File: config.mk
export PLATFORM = sky130hd
export DESIGN_NAME = vga_timing_ctrl_flat
export DESIGN_NICKNAME = d
export VERILOG_FILES = /design/src/rtl/vga_timing_ctrl_if.sv /design/src/rtl/vga_timing_ctrl.sv /design/src/flat_wrapper.sv
export SDC_FILE = /design/constraint.sdc
export NUM_CORES = 1
export LEC_CHECK = 0
export CORE_MARGIN = 3
export CORE_UTILIZATION = 52
export DETAILED_ROUTE_END_ITERATION = 8
export DONT_BUFFER_PORTS = 1
export GPL_TIMING_DRIVEN = 1
export HOLD_SLACK_MARGIN = 0.03
export PLACE_DENSITY_LB_ADDON = 0.05
export SETUP_SLACK_MARGIN = 0.15
export SKIP_CTS_REPAIR_TIMING = 1
export SLEW_MARGIN = 15
export SYNTH_ARGS = -nofsm -noshare
export SYNTH_HDL_FRONTEND = slang
export SYNTH_SLANG_ARGS = --single-unit
File: constraint.sdc
create_clock -name clk -period 3.5 [get_ports clk]
set_clock_uncertainty 0.05 [all_clocks]
set_input_delay 0.7 -clock clk [delete_from_list [all_inputs] [get_ports clk]]
set_output_delay 0.7 -clock clk [all_outputs]
set_load 0.02 [all_outputs]
File: src/rtl/vga_timing_ctrl_if.sv
// VGA raster bus: run request in, scan position, syncs and timing strobes out.
interface vga_timing_ctrl_if;
    logic        run;
    logic [15:0] H;
    logic [15:0] V;
    logic        Hsync;
    logic        Vsync;
    logic        active;
    logic        pix_tick;
    logic        line_start;
    logic        frame_start;
    logic [7:0]  frame_count;
    logic        busy;

    // The timing controller drives the raster; consumers request run and observe.
    modport master (
        input  run,
        output H, V, Hsync, Vsync, active, pix_tick,
        output line_start, frame_start, frame_count, busy
    );

    modport slave (
        output run,
        input  H, V, Hsync, Vsync, active, pix_tick,
        input  line_start, frame_start, frame_count, busy
    );
endinterface

File: src/rtl/vga_timing_ctrl.sv
// VGA raster sequencer: pixel-rate divider, H/V scan counters and a run/stop FSM
// that only halts on a frame boundary, with zero-latency sync/active decode.
module vga_timing_ctrl #(
    parameter int CLK_DIV  = 4,
    parameter int H_TOTAL  = 800,
    parameter int V_TOTAL  = 525,
    parameter int H_ACTIVE = 640,
    parameter int V_ACTIVE = 480,
    parameter int HS_START = 655,
    parameter int HS_END   = 750,
    parameter int VS_START = 489,
    parameter int VS_END   = 490
) (
    input  logic                clk,
    input  logic                rst,
    vga_timing_ctrl_if.master   vga
);

    // A divide-by-1 still needs a one-bit divider register.
    localparam int DIV_W = (CLK_DIV > 1) ? $clog2(CLK_DIV) : 1;

    typedef enum logic [1:0] {
        IDLE     = 2'd0,
        RUN      = 2'd1,
        STOPPING = 2'd2
    } state_t;

    state_t           state;
    logic [DIV_W-1:0] div_cnt;
    logic [15:0]      h_cnt;
    logic [15:0]      v_cnt;
    logic [7:0]       frame_cnt;

    logic busy;
    logic tick;
    logic h_last;
    logic v_last;
    logic frame_end;
    logic frame_first;

    // Status terms decoded from the registered state and counters.
    always_comb begin
        busy        = (state != IDLE);
        tick        = busy && (div_cnt == DIV_W'(CLK_DIV - 1));
        h_last      = (h_cnt == 16'(H_TOTAL - 1));
        v_last      = (v_cnt == 16'(V_TOTAL - 1));
        frame_end   = tick && h_last && v_last;
        frame_first = tick && (h_cnt == 16'd0) && (v_cnt == 16'd0);
    end

    // Run/stop FSM with divider, scan counters and frame counter.
    always_ff @(posedge clk or posedge rst) begin
        if (rst) begin
            state     <= IDLE;
            div_cnt   <= '0;
            h_cnt     <= 16'd0;
            v_cnt     <= 16'd0;
            frame_cnt <= 8'd0;
        end else begin
            case (state)
                IDLE: begin
                    // Holding the divider at zero makes the first tick land on
                    // the CLK_DIV-th clock after RUN is entered.
                    div_cnt <= '0;
                    h_cnt   <= 16'd0;
                    v_cnt   <= 16'd0;
                    if (vga.run) begin
                        state <= RUN;
                    end
                end
                RUN, STOPPING: begin
                    div_cnt <= tick ? '0 : div_cnt + 1'b1;
                    if (tick) begin
                        h_cnt <= h_last ? 16'd0 : h_cnt + 16'd1;
                        if (h_last) begin
                            v_cnt <= v_last ? 16'd0 : v_cnt + 16'd1;
                        end
                    end
                    if (frame_first) begin
                        frame_cnt <= frame_cnt + 8'd1;
                    end
                    // Frame end wins over a re-request so a stop always lands on 0,0.
                    if (state == STOPPING && frame_end) begin
                        state <= IDLE;
                    end else if (state == RUN && !vga.run) begin
                        state <= STOPPING;
                    end else if (state == STOPPING && vga.run) begin
                        state <= RUN;
                    end
                end
                default: begin
                    state <= IDLE;
                end
            endcase
        end
    end

    // Zero-latency decode of syncs, visible area and strobes.
    always_comb begin
        vga.H           = h_cnt;
        vga.V           = v_cnt;
        vga.Hsync       = ~(busy && (h_cnt >= 16'(HS_START)) && (h_cnt <= 16'(HS_END)));
        vga.Vsync       = ~(busy && (v_cnt >= 16'(VS_START)) && (v_cnt <= 16'(VS_END)));
        vga.active      = busy && (h_cnt < 16'(H_ACTIVE)) && (v_cnt < 16'(V_ACTIVE));
        vga.pix_tick    = tick;
        vga.line_start  = tick && (h_cnt == 16'd0);
        vga.frame_start = frame_first;
        vga.frame_count = frame_cnt;
        vga.busy        = busy;
    end

endmodule

File: src/flat_wrapper.sv
// flat-port wrapper written by rule: the top's interface ports become plain ports
module vga_timing_ctrl_flat 
#(
    parameter int CLK_DIV  = 4,
    parameter int H_TOTAL  = 800,
    parameter int V_TOTAL  = 525,
    parameter int H_ACTIVE = 640,
    parameter int V_ACTIVE = 480,
    parameter int HS_START = 655,
    parameter int HS_END   = 750,
    parameter int VS_START = 489,
    parameter int VS_END   = 490
)
  (clk, rst, vga_run, vga_H, vga_V, vga_Hsync, vga_Vsync, vga_active, vga_pix_tick, vga_line_start, vga_frame_start, vga_frame_count, vga_busy);
  vga_timing_ctrl_if vga_i ();
  input  logic clk;
  input  logic rst;
  input wire logic [$bits(vga_i.run)-1:0] vga_run;
  output wire logic [$bits(vga_i.H)-1:0] vga_H;
  output wire logic [$bits(vga_i.V)-1:0] vga_V;
  output wire logic [$bits(vga_i.Hsync)-1:0] vga_Hsync;
  output wire logic [$bits(vga_i.Vsync)-1:0] vga_Vsync;
  output wire logic [$bits(vga_i.active)-1:0] vga_active;
  output wire logic [$bits(vga_i.pix_tick)-1:0] vga_pix_tick;
  output wire logic [$bits(vga_i.line_start)-1:0] vga_line_start;
  output wire logic [$bits(vga_i.frame_start)-1:0] vga_frame_start;
  output wire logic [$bits(vga_i.frame_count)-1:0] vga_frame_count;
  output wire logic [$bits(vga_i.busy)-1:0] vga_busy;
  assign vga_i.run = vga_run;
  assign vga_H = vga_i.H;
  assign vga_V = vga_i.V;
  assign vga_Hsync = vga_i.Hsync;
  assign vga_Vsync = vga_i.Vsync;
  assign vga_active = vga_i.active;
  assign vga_pix_tick = vga_i.pix_tick;
  assign vga_line_start = vga_i.line_start;
  assign vga_frame_start = vga_i.frame_start;
  assign vga_frame_count = vga_i.frame_count;
  assign vga_busy = vga_i.busy;
  vga_timing_ctrl #(.CLK_DIV(CLK_DIV), .H_TOTAL(H_TOTAL), .V_TOTAL(V_TOTAL), .H_ACTIVE(H_ACTIVE), .V_ACTIVE(V_ACTIVE), .HS_START(HS_START), .HS_END(HS_END), .VS_START(VS_START), .VS_END(VS_END)) u_core (.clk(clk), .rst(rst), .vga(vga_i));
endmodule
==> metrics.yaml <==
sta:
  hold_viol: 0
  tns_ns: 0
  post-route-period-util_pct: 91.51
  fmax_mhz: 312.2
  min_period_ns: 3.203
  slew_headroom_pct: 39.59
  rsz0062_at_grt: "false"
  setup-violations-final: 0
  finalWorstSetupSlack_ns: 0.2973
  worst_pin_slew_ns: 0.9048
  maxSlewViolCount: 0
cells_and_area:
  area_growth_pct: 8.000
  design_area_um2: 2939
  nets: 325
  drive_gt1_share_pct: 8.682
  antennaDiodeCount: 0
  final_common_cell: "dfrtp_1"
  finalNonFillerCells: 378
  mostFrequentLayoutCells: "dfrtp_1, nand2_1, o21ai_0"
  utilization_pct: 60.23
setup_path:
  rr_startpoint: "u_core.vga.H[0]"
  rr_worst_depth: 6
  required_ns: 2.75
  cp-startpoint: "u_core.vga.H[10]"
  endpoint: "vga_frame_start"
  timing.rr.end: "u_core.vga.V[3]"
  crit_path_start_kind: "register"
  end_kind: "primary output"
  cp_max_fo: 6
  worstPathArrival_ns: 2.45
  r2r_slack_ns: 0.53
  critPathKind: "reg2out"
cts:
  cts_made_buffers: 5
  cts-root-to-sink-buffers: 2
  htreeDepth: 2
  cts-root-buf: "clkbuf_8"
  clkLatencyLatePin_ns: 0.31
  clkTransAtPathRegs_ns: 0.09
  cts_tree: "built"
  clock-sinks: 44
power:
  power_density_nw_per_um2: 665.5
  p_leak_uw: 0.001222
  peakVddDrop_uv: 505.8
synth:
  yosysSeqAreaShare_pct: 40.46
  synthArstFlopShare_pct: 100.0
  synth_edf_count: 0
  synth_fp_nets: 321
  synth_cells: 306
  netlist_area_um2: 2721
  ys_ff_latch: 44
  synth_cell_types: 46
  ys.flop_type: "dfrtp_1"
  yosys_warnings: 0
  syn_avg_cell_area_um2: 8.893
place:
  dpl_cell_area_um2: 2821
  dpl.cell_count: 370
  port_buffers: 0
  hpwl_um: 4592
  dp_slack_ns: 0.5808
  globalplace.congestion: 0.8341
global_route:
  grt_start_max_net_pins: 45
  grt-ovfl-total: 0
  antenna_found_initial: 0
  top_usage_layer: "met2"
  grt_pass1_wl_um: 10930
  grtUsageMet1_pct: 29.43
  grt.total_usage_pct: 22.21
  met2_usage_pct: 34.42
  grt_pass1_vias: 2211
  grt_util_met3_pct: 6.995
floorplan:
  initial_utilization_pct: 55.77
  die_y_um: 78.34
  die_w_um: 78.34
  io_pins: 50
  rows: 25
  dieArea_um2: 6137
  coreArea_um2: 4880
drt:
  firstDrtPassIters: 4
  vias: 2337
  drt_iter0_drc: 172
  postRouteWirelength_um: 6416
  drcViolationCount: 0
  viasPerCell: 6.183
  ant_nets: 0
  wl_per_cell_um: 16.97
outcome:
  status: "complete, no violations"
run:
  max_cap_viol_count: 0
min_path:
  min_path_type: "in2async"
==> final cells by class <==
class	instances	area, um2
inverter	13	48.80
clock buffer	5	68.82
multi-input combinational	238	1529
clock inverter	3	47.55
timing repair buffer	8	60.06
fill	435	1941
tap	67	83.83
sequential	44	1101
==> registers in the layout (all words and copies together), names as in the netlist <==
name                    count
u_core.vga.V               16
u_core.state                2
u_core.vga.frame_count      8
u_core.vga.H               16
u_core.div_cnt              2
==> per-stage QoR <==
| step | power [uW] | hold WS [ns] |
|---|---|---|
| floorplan | 1311 | 0.4038 |
| global placement | 1551 | 0.4241 |
| detailed placement | 1560 | 0.4283 |
| CTS | 1973 | 0.4460 |
| global route | 2105 | 0.4775 |
| finish | 1956 | 0.4170 |
==> synth_stat cells (2+ instances only) <==
master / instances / area, um2
a31oi_1: 2 / 12.51
o31ai_1: 9 / 67.56
ha_1: 12 / 150.1
buf_2: 2 / 10.01
clkbuf_1: 9 / 33.78
or3b_2: 3 / 26.28
nor4_1: 8 / 50.05
o21ai_0: 27 / 135.1
or4_1: 5 / 37.54
nand3_1: 19 / 95.09
inv_1: 13 / 48.80
nor3_1: 10 / 50.05
or3_1: 7 / 43.79
mux2i_1: 2 / 20.02
nor2_1: 25 / 93.84
or4_4: 3 / 33.78
and3_1: 5 / 31.28
nor2b_1: 4 / 25.02
nand2b_1: 5 / 31.28
o41ai_2: 2 / 32.53
xnor2_1: 13 / 113.9
and4_1: 2 / 17.52
nand2_1: 28 / 105.1
xor2_1: 2 / 17.52
o22ai_1: 2 / 12.51
o41ai_1: 2 / 17.52
nand4_1: 11 / 68.82
a32o_1: 2 / 20.02
dfrtp_1: 44 / 1101
a21oi_1: 12 / 60.06
==> where the power goes <==
part           switching (uW)  internal, uW
sequential                110           564
clock                     189           215
combinational             577           302
total                     876          1080
==> cells by family after synthesis <==
family,synth area share (%)
AND/OR/NAND/NOR,29.66
AO/OA/AOI/OAI,14.99
flip-flops,40.46
buffers and inverters,3.402
XOR/XNOR,4.828
adder cells (fa/ha/maj),5.517
multiplexers,1.149
==> worst min-delay path by stage <==
stage / cells past startpoint / end / start / slack [ns]
finish: 1 / u_core.vga.H[6] / rst / 0.42
global route: 1 / u_core.vga.H[4] / rst / 0.48
CTS: 1 / u_core.vga.H[6] / rst / 0.45
detailed placement: 1 / u_core.div_cnt[0] / u_core.div_cnt[0] / 0.43
global placement: 2 / u_core.div_cnt[1] / u_core.div_cnt[1] / 0.42
floorplan: 2 / u_core.div_cnt[1] / u_core.div_cnt[1] / 0.40
==> layer usage <==
layer  vias up  wire length [um]
met5         -                 0
met4         0                80
met3         8               488
met2        88              2935
met1      1103              2911
li1       1138                 -
==> critical path, cell delays in order, from the launching register on <==
cell     delay [ns]
dfrtp_1        0.51
or4_4          0.61
or4_4          0.46
nor2_1         0.21
and3_1         0.35
(Power assumes the default switching activity.)
